File: src/rtl/fp_div_norm_round.sv
// rtl/fp_div_norm_round.sv - normalize, subnormal-shift, round and pack stage of the FP32 divider
module fp_div_norm_round #(
   parameter int EXP_W = 10,
   parameter int Q_W   = 27
) (
   input  logic             in_Clk,
   input  logic             in_Rst,
   input  logic             in_valid,
   output logic             out_in_ready,
   input  logic             in_sign,
   input  logic [EXP_W-1:0] in_exp,
   input  logic [Q_W-1:0]   in_quot,
   input  logic             in_rem_nz,
   input  logic [2:0]       in_rm,
   input  logic             in_is_nan,
   input  logic             in_invalid,
   input  logic             in_div_zero,
   input  logic             in_is_inf,
   input  logic             in_is_zero,
   output logic             out_valid,
   input  logic             in_ready,
   output logic [31:0]      out_result,
   output logic [4:0]       out_fflags
);

   localparam logic [2:0]     RM_RNE = 3'b000;
   localparam logic [2:0]     RM_RTZ = 3'b001;
   localparam logic [2:0]     RM_RDN = 3'b010;
   localparam logic [2:0]     RM_RUP = 3'b011;
   localparam logic [2:0]     RM_RMM = 3'b100;
   localparam logic [EXP_W:0] E_ONE  = (EXP_W+1)'(1);
   localparam logic [EXP_W:0] SH_MAX = (EXP_W+1)'(26);
   localparam logic [EXP_W:0] E_MAX  = (EXP_W+1)'(255);

   logic             s1_valid_q, s1_valid_d;
   logic             s1_sign_q, s1_sign_d;
   logic [23:0]      s1_m_q, s1_m_d;
   logic             s1_g_q, s1_g_d;
   logic             s1_s_q, s1_s_d;
   logic [EXP_W-1:0] s1_e_q, s1_e_d;
   logic             s1_tiny_q, s1_tiny_d;
   logic [2:0]       s1_rm_q, s1_rm_d;
   logic             s1_nan_q, s1_nan_d;
   logic             s1_inv_q, s1_inv_d;
   logic             s1_dz_q, s1_dz_d;
   logic             s1_inf_q, s1_inf_d;
   logic             s1_zero_q, s1_zero_d;

   logic             s2_valid_q, s2_valid_d;
   logic [31:0]      s2_result_q, s2_result_d;
   logic [4:0]       s2_fflags_q, s2_fflags_d;

   logic             s2_load, s1_adv, accept;

   logic [EXP_W:0]   exp_sx, e_norm, sh_raw;
   logic [23:0]      m_n;
   logic             g_n, s_n, tiny_n;
   logic [4:0]       sh;
   logic [50:0]      sh_vec;
   logic [2:0]       rm_n;

   logic             inc, nx, ovf, ovf_inf;
   logic [24:0]      mr;
   logic [EXP_W:0]   e_r;
   logic [22:0]      frac;
   logic [31:0]      res_n;
   logic [4:0]       fl_n;

   always_comb begin
      s2_load      = !s2_valid_q || in_ready;
      s1_adv       = s1_valid_q && s2_load;
      out_in_ready = !s1_valid_q || s1_adv;
      accept       = in_valid && out_in_ready;
   end

   // Stage 1: put the leading one at M[23], then denormalize when the exponent underflows.
   always_comb begin
      exp_sx = {in_exp[EXP_W-1], in_exp};
      if (in_quot[Q_W-1]) begin
         m_n    = in_quot[Q_W-1 -: 24];
         g_n    = in_quot[Q_W-25];
         s_n    = (|in_quot[Q_W-26:0]) | in_rem_nz;
         e_norm = exp_sx;
      end else begin
         m_n    = in_quot[Q_W-2 -: 24];
         g_n    = in_quot[Q_W-26];
         s_n    = (|in_quot[Q_W-27:0]) | in_rem_nz;
         e_norm = exp_sx - E_ONE;
      end
      tiny_n = e_norm[EXP_W] || (e_norm == '0);
      sh_raw = E_ONE - e_norm;
      sh     = (sh_raw > SH_MAX) ? 5'd26 : sh_raw[4:0];
      sh_vec = {m_n, g_n, 26'b0} >> sh;
      rm_n   = (in_rm > RM_RMM) ? RM_RNE : in_rm;
   end

   always_comb begin
      s1_valid_d = out_in_ready ? in_valid : s1_valid_q;
      s1_sign_d  = s1_sign_q;
      s1_m_d     = s1_m_q;
      s1_g_d     = s1_g_q;
      s1_s_d     = s1_s_q;
      s1_e_d     = s1_e_q;
      s1_tiny_d  = s1_tiny_q;
      s1_rm_d    = s1_rm_q;
      s1_nan_d   = s1_nan_q;
      s1_inv_d   = s1_inv_q;
      s1_dz_d    = s1_dz_q;
      s1_inf_d   = s1_inf_q;
      s1_zero_d  = s1_zero_q;
      if (accept) begin
         s1_sign_d = in_sign;
         s1_tiny_d = tiny_n;
         s1_rm_d   = rm_n;
         s1_nan_d  = in_is_nan;
         s1_inv_d  = in_invalid;
         s1_dz_d   = in_div_zero;
         s1_inf_d  = in_is_inf;
         s1_zero_d = in_is_zero;
         if (tiny_n) begin
            s1_m_d = sh_vec[50:27];
            s1_g_d = sh_vec[26];
            s1_s_d = s_n | (|sh_vec[25:0]);
            s1_e_d = '0;
         end else begin
            s1_m_d = m_n;
            s1_g_d = g_n;
            s1_s_d = s_n;
            s1_e_d = e_norm[EXP_W-1:0];
         end
      end
   end

   always_comb begin
      case (s1_rm_q)
         RM_RTZ:  inc = 1'b0;
         RM_RDN:  inc = s1_sign_q & (s1_g_q | s1_s_q);
         RM_RUP:  inc = !s1_sign_q & (s1_g_q | s1_s_q);
         RM_RMM:  inc = s1_g_q;
         default: inc = s1_g_q & (s1_s_q | s1_m_q[0]);
      endcase
      mr = {1'b0, s1_m_q} + {24'b0, inc};
      // A subnormal that rounds up into M[23] becomes the smallest normal.
      if (s1_tiny_q)
         e_r = {{EXP_W{1'b0}}, mr[23]};
      else
         e_r = {1'b0, s1_e_q} + {{EXP_W{1'b0}}, mr[24]};
      frac    = mr[24] ? mr[23:1] : mr[22:0];
      nx      = s1_g_q | s1_s_q;
      ovf     = (e_r >= E_MAX);
      ovf_inf = (s1_rm_q == RM_RNE) || (s1_rm_q == RM_RMM) ||
                ((s1_rm_q == RM_RUP) && !s1_sign_q) ||
                ((s1_rm_q == RM_RDN) && s1_sign_q);

      if (s1_nan_q) begin
         res_n = 32'h7FC0_0000;
         fl_n  = {s1_inv_q, 4'b0000};
      end else if (s1_dz_q) begin
         res_n = {s1_sign_q, 31'h7F80_0000};
         fl_n  = 5'b01000;
      end else if (s1_inf_q) begin
         res_n = {s1_sign_q, 31'h7F80_0000};
         fl_n  = 5'b00000;
      end else if (s1_zero_q) begin
         res_n = {s1_sign_q, 31'h0};
         fl_n  = 5'b00000;
      end else if (ovf) begin
         res_n = {s1_sign_q, ovf_inf ? 31'h7F80_0000 : 31'h7F7F_FFFF};
         fl_n  = 5'b00101;
      end else begin
         res_n = {s1_sign_q, e_r[7:0], frac};
         fl_n  = {3'b000, s1_tiny_q & nx, nx};
      end
   end

   always_comb begin
      s2_valid_d  = s2_load ? s1_valid_q : s2_valid_q;
      s2_result_d = s2_result_q;
      s2_fflags_d = s2_fflags_q;
      if (s1_adv) begin
         s2_result_d = res_n;
         s2_fflags_d = fl_n;
      end
   end

   always_ff @(posedge in_Clk) begin
      if (in_Rst) begin
         s1_valid_q  <= 1'b0;
         s1_sign_q   <= 1'b0;
         s1_m_q      <= '0;
         s1_g_q      <= 1'b0;
         s1_s_q      <= 1'b0;
         s1_e_q      <= '0;
         s1_tiny_q   <= 1'b0;
         s1_rm_q     <= '0;
         s1_nan_q    <= 1'b0;
         s1_inv_q    <= 1'b0;
         s1_dz_q     <= 1'b0;
         s1_inf_q    <= 1'b0;
         s1_zero_q   <= 1'b0;
         s2_valid_q  <= 1'b0;
         s2_result_q <= '0;
         s2_fflags_q <= '0;
      end else begin
         s1_valid_q  <= s1_valid_d;
         s1_sign_q   <= s1_sign_d;
         s1_m_q      <= s1_m_d;
         s1_g_q      <= s1_g_d;
         s1_s_q      <= s1_s_d;
         s1_e_q      <= s1_e_d;
         s1_tiny_q   <= s1_tiny_d;
         s1_rm_q     <= s1_rm_d;
         s1_nan_q    <= s1_nan_d;
         s1_inv_q    <= s1_inv_d;
         s1_dz_q     <= s1_dz_d;
         s1_inf_q    <= s1_inf_d;
         s1_zero_q   <= s1_zero_d;
         s2_valid_q  <= s2_valid_d;
         s2_result_q <= s2_result_d;
         s2_fflags_q <= s2_fflags_d;
      end
   end

   assign out_valid  = s2_valid_q;
   assign out_result = s2_result_q;
   assign out_fflags = s2_fflags_q;

endmodule

File: config.mk
export PLATFORM = sky130hd
export DESIGN_NAME = fp_div_norm_round
export DESIGN_NICKNAME = d
export VERILOG_FILES = /design/src/rtl/fp_div_norm_round.sv
export SDC_FILE = /design/constraint.sdc
export NUM_CORES = 1
export LEC_CHECK = 0
export ABC_AREA = 1
export CORE_MARGIN = 4
export CORE_UTILIZATION = 38
export DETAILED_ROUTE_END_ITERATION = 7
export PLACE_DENSITY = 0.56
export SLEW_MARGIN = 5
export SYNTH_ARGS = -nofsm -noshare
export SYNTH_HDL_FRONTEND = slang
export SYNTH_SLANG_ARGS = --single-unit
File: constraint.sdc
create_clock -name in_Clk -period 8.69 [get_ports in_Clk]
set_input_delay 1.3035 -clock in_Clk [delete_from_list [all_inputs] [get_ports in_Clk]]
set_output_delay 1.3035 -clock in_Clk [all_outputs]
set_load 0.02 [all_outputs]
After elaboration in Yosys (flattened, before gate mapping)
Cells that the tools add are included.

operators by class
  add/sub/neg operators = 4
  $lt $le $gt $ge = 3
  equal/unequal tests = 4
  shift-type cells = 1
  mux-type cells = 24
  bitwise gates (word level) = 9
  reduce and logical (&&, ||, !) cells = 17

operators by type and width
  cell                                                                                   number
  31-bit 2-to-1 mux                                                                      4
  24-bit 2-to-1 mux                                                                      3
  51-bit by 5-bit right shift with 51-bit output                                         1
  32-bit 2-to-1 mux                                                                      1
  26-bit OR reduction                                                                    1
  24-bit by 1-bit adder with 25-bit output                                               1
  23-bit 2-to-1 mux                                                                      1
  11-bit 2-to-1 mux                                                                      2
  3-bit 2-to-1 mux                                                                       4
  10-bit by 1-bit adder with 11-bit output                                               1
  11-bit by 8-bit greater-or-equal comparator with 1-bit output (second input constant)  1
  11-bit by 5-bit > comparator with 1-bit output (second input constant)                 1
  11-bit logical NOT                                                                     1
  1-bit by 11-bit subtractor with 11-bit output (first input constant)                   1
  10-bit by 2-bit subtractor with 11-bit output (second input constant)                  1
  10-bit 2-to-1 mux                                                                      1
  5-bit 2-to-1 mux                                                                       2
  3-bit by 2-bit == test with 1-bit output (second input constant)                       2
  1-bit logical OR                                                                       6
  1-bit OR                                                                               5
  1-bit bitwise AND                                                                      4
  1-bit logical AND                                                                      4
  1-bit 2-to-1 mux                                                                       4
  4-bit 2-to-1 mux                                                                       1
  7 further kinds                                                                        9

word-level totals
  register bits = 85
  bits of input ports = 51
  output and inout bits = 39
  logic and storage cells = 78

Longest topological paths before layout
  depth in word-level cells = 12
  gate-level depth with buffers = 37
  gate-level depth less buffers = 36

Least setup slack after synthesis
No wires, ideal clock.

  kind = register -> register
  start = reg s1_rm_q[1]
  end = reg s2_result_q[14], in the netlist out_result[14]
  library setup time = 0.070 ns
  data arrival time = 4.860 ns
  required time = 8.620 ns
  slack = 3.760 ns
  cell stages (with the launch flop) = 36
  buffers on the path = 1
  period minus slack after synthesis = 4.930 ns
  path through = dfxtp_1 > inv_1 > nor2_1 > inv_1 > nor2_1 > ha_1 > nor2_1 > a32o_1 > ha_1 > ha_1 > nand3_1 > nor2_1 > nand2_1 > nor2_1 > inv_1 > nor2_1 > nand2_1 > nor3_1 > nand3_1 > nor2_1 > nand2_1 > nor2_1 > ha_1 > ha_1 > nand3_1 > nor2_1 > nand3_1 > o31a_1 > o31ai_1 > nand2_1 > o31ai_1 > inv_1 > nor2_1 > clkbuf_1 > o31ai_1 > a21oi_1

between the ends
  word-level cells in the longest chain between the ends = 11
  elaborated cells between the ends (all ways) = 22
  those cells by class = add/sub (2); order compare (1); eq/ne (4); mux (9); reduce/logical (6)

RTL lines
  element                                                        RTL line  text
  start, declared                                                42        logic [2:0] s1_rm_q, s1_rm_d;
  start signal, assigned                                         212       s1_rm_q <= s1_rm_d;
  3-bit == test (tied with other cells)                          135, 151
  1-bit one-hot mux with 4 select lines                          135       case (s1_rm_q)
  24-bit by 1-bit adder with 25-bit output                       142       mr = {1'b0, s1_m_q} + {24'b0, inc};
  10-bit by 1-bit adder with 11-bit output                       147       e_r = {1'b0, s1_e_q} + {{EXP_W{1'b0}}, mr[24]};
  11-bit 2-to-1 mux                                              144       if (s1_tiny_q)
  11-bit by 8-bit greater-or-equal comparator with 1-bit output  150       ovf = (e_r >= E_MAX);
  31-bit 2-to-1 mux (*)                                          167       end else if (ovf) begin
  31-bit 2-to-1 mux (*)                                          164       end else if (s1_zero_q) begin
  31-bit 2-to-1 mux (*)                                          161       end else if (s1_inf_q) begin
  31-bit 2-to-1 mux (*)                                          158       end else if (s1_dz_q) begin
  32-bit 2-to-1 mux (*)                                          155       if (s1_nan_q) begin
  end signal, assigned                                           219       s2_result_q <= s2_result_d;
  end, declared                                                  50        logic [31:0] s2_result_q, s2_result_d;

Mark *: on every way between the ends. The rest lies on a longest branch, timed or not.
A chain may end at the register's enable or synchronous reset.

Worst setup path after layout
Ends and elaborated chain as after synthesis.

==> flow_summary.json <==
{
  "synth_seq_cells": 85,
  "grt_pass1_wl_um": 35000,
  "worst-path-buf-inv": 4,
  "yosysWarnings": 0,
  "power.total_mw": 1.128,
  "drive_gt1_share_pct": 7.968,
  "io_buffers": 89,
  "rsz0062_at_grt": "no",
  "placedCellCount": 1351,
  "synth_area_mm2": 0.006678,
  "synth_area_leaders": "dfxtp_1 25%, nand2_1 15%, nand3_1 11%",
  "final-setup-viol-count": 0,
  "h-tree-depth": 3,
  "maxSlewHeadroom_pct": 18.72,
  "utilization_pct": 45.90,
  "min_period_over_period_pct": 77.03,
  "path_common_cell": "nor2_1",
  "antenna_cells": 0,
  "wl_um": 21570,
  "overflow": 0,
  "first_pass_iters": 6,
  "r2r_end": "out_result[14]",
  "synthArstFlopShare_pct": 0,
  "wire_per_inst_um": 15.78,
  "crit_end": "out_result[14]",
  "hold_path_class": "flop to flop",
  "crit_required_ns": 8.95,
  "r2r_cells": 34,
  "drt_iter0_drc": 551,
  "fp.dieH_um": 140.6,
  "tns_ns": 0,
  "crit_path_end_kind": "flop",
  "core_mm2": 0.01724,
  "grt_util_all_layers_pct": 21.52,
  "fin_skew_ns": 0.01066,
  "post_cts_buffers": 0,
  "finalCriticalPeriod_ns": 6.694,
  "leakagePower_nw": 3.268,
  "clkLatencyLatePin_ns": 0.34,
  "cts_tree": "done",
  "yosysSeqAreaShare_pct": 25.48,
  "root_buffer": "clkbuf_16",
  "finalHoldViolations": 0,
  "ctsHoldBuffers": 0,
  "cts.sinks": 85,
  "synthCells": 1092,
  "grt_max_degree": 50,
  "cp.arrival_ns": 6.95,
  "synth_ff_type": "dfxtp_1",
  "max_freq_mhz": 149.4,
  "critPathLaunchType": "flop",
  "nets": 1196,
  "critPathSlowestCell": "nor2_1",
  "crit_path_start": "s1_rm_q[1]",
  "synth_area_per_cell_um2": 6.115,
  "clk_pin_slew_ns": 0.06,
  "slew_violations": 0,
  "p_per_area_mw_per_mm2": 142.5,
  "path_max_fanout": 22,
  "status": "finished, final reports clean",
  "path_class": "flop to flop",
  "worst_pin_slew_ns": 1.208,
  "cts_buffers": 9,
  "clockBufferDepth": 2,
  "final_cells": 1367,
  "rr_startpoint": "s1_rm_q[1]",
  "maxCapViolations": 0,
  "synth_top_area_share_pct": 25.48,
  "initial_core_util_pct": 38.74,
  "ant_nets": 0,
  "cts-resized-gates": 0,
  "first_global_vias": 6635,
  "hpwl_um": 16490,
  "min_from": "s1_sign_q",
  "vias": 7313,
  "ioPinCount": 90,
  "path_delay_family": "simple AND/OR/NAND/NOR gates",
  "rows": 48,
  "syn2layout_area_growth_pct": 18.47,
  "die-area_mm2": 0.01976,
  "gp_congestion": 0.9431,
  "die_w_um": 140.6,
  "cp_num_cells": 34,
  "vdd_drop_max_v": 0.00008526,
  "synth_edf_count": 0,
  "viasPerCell": 5.350,
  "r2r_setup_slack_ns": 2.00,
  "critPathMaxStageDelay_ns": 0.88,
  "antenna_found_initial": 0,
  "yosys.area.top_type": "dfxtp_1",
  "syn_nets": 1151,
  "drc_errors": 0,
  "ys_types": 49
}
## registers in the layout, summed over array words and instances, names as in the netlist
name / flops
s1_e_q: 10
s1_m_q: 24
s1_s_q: 1
s1_rm_q: 3
s1_zero_q: 1
s1_valid_q: 1
out_result: 32
s1_inf_q: 1
out_fflags: 5
out_valid: 1
s1_nan_q: 1
s1_inv_q: 1
s1_tiny_q: 1
s1_sign_q: 1
s1_dz_q: 1
s1_g_q: 1
## layout by cell type (no fill, tap or decap), types with 7 or more instances in the layout
cell	Yosys	routed
nand3_1	151	151
xor2_1	15	14
nand2_1	263	263
clkdlybuf4s50_1	0	88
ha_1	8	8
clkbuf_16	0	9
dfxtp_1	85	85
a31oi_1	13	13
o21ai_0	90	90
inv_1	80	80
a21oi_1	68	68
or2_2	37	37
a211oi_1	7	7
nand4_1	38	38
nor2_1	87	87
nor3_1	13	13
## metal layers
| metal | vias to the layer above | routed length (um) | GRT usage, % |
|---|---|---|---|
| met3 | 38 | 1326 | 2.731 |
| li1 | 3779 | - | - |
| met4 | 0 | 565 | 7.241 |
| met5 | - | 0 | 0 |
| met1 | 3254 | 9989 | 30.53 |
| met2 | 242 | 9685 | 33.74 |
## Yosys cell counts, types with 4 or more instances
master    number
nand2_1      263
nand3_1      151
o21ai_0       90
nor2_1        87
dfxtp_1       85
inv_1         80
a21oi_1       68
clkbuf_1      38
nand4_1       38
or2_2         37
xor2_1        15
a31oi_1       13
nor3_1        13
buf_6         11
ha_1           8
a211oi_1       7
buf_2          6
inv_2          6
nand2_2        6
o21ai_1        6
o22ai_1        6
buf_4          4
o31ai_1        4
xnor2_1        4
## cell type report
class	count	area, um2
timing repair buffer	95	930.9
clock inverter	6	108.9
multi-input combinational	856	4308
tap	225	281.5
sequential	85	1702
clock buffer	10	239.0
inverter	90	341.6
fill	1882	9325
## power by group
part | leakage [nW] | internal [mW] | switching [mW]
registers | 0.697 | 0.412 | 0.0183
clock network | 0.173 | 0.288 | 0.152
logic | 2.40 | 0.0948 | 0.162
## worst min-delay path: stages, from the launching register on
cell and delay [ns]:
dfxtp_1 0.31, nand2_1 0.06, a21oi_1 0.05
## worst min path at each step
stage / to / slack [ns] / cells after the start
finish: out_result[31] / 0.46 / 2
global route: out_result[14] / 0.48 / 2
CTS: out_result[31] / 0.46 / 2
detailed placement: out_result[31] / 0.45 / 2
global placement: out_result[31] / 0.45 / 2
floorplan: out_result[31] / 0.44 / 2
## stage by stage
step	hold slack (ns)	setup slack (ns)	instance area, um2
2_1_floorplan	0.4394	3.760	6678
3_3_place_gp	0.4529	1.946	7564
3_5_place_dp	0.4527	1.932	7564
4_1_cts	0.4611	1.907	7911
5_1_grt	0.4799	0.9315	7911
6_report	0.4563	1.996	7911
## cell families after synthesis
group	count (synthesis)	share of synthesized area, %
xor+xnor	19	2.492
buf+inv	151	10.12
mux	1	0.1499
flops	85	25.48
fa+ha+maj	8	1.499
simple gates	616	42.68
compound gates	212	17.58
No activity file was read; power rests on OpenSTA's default activity.
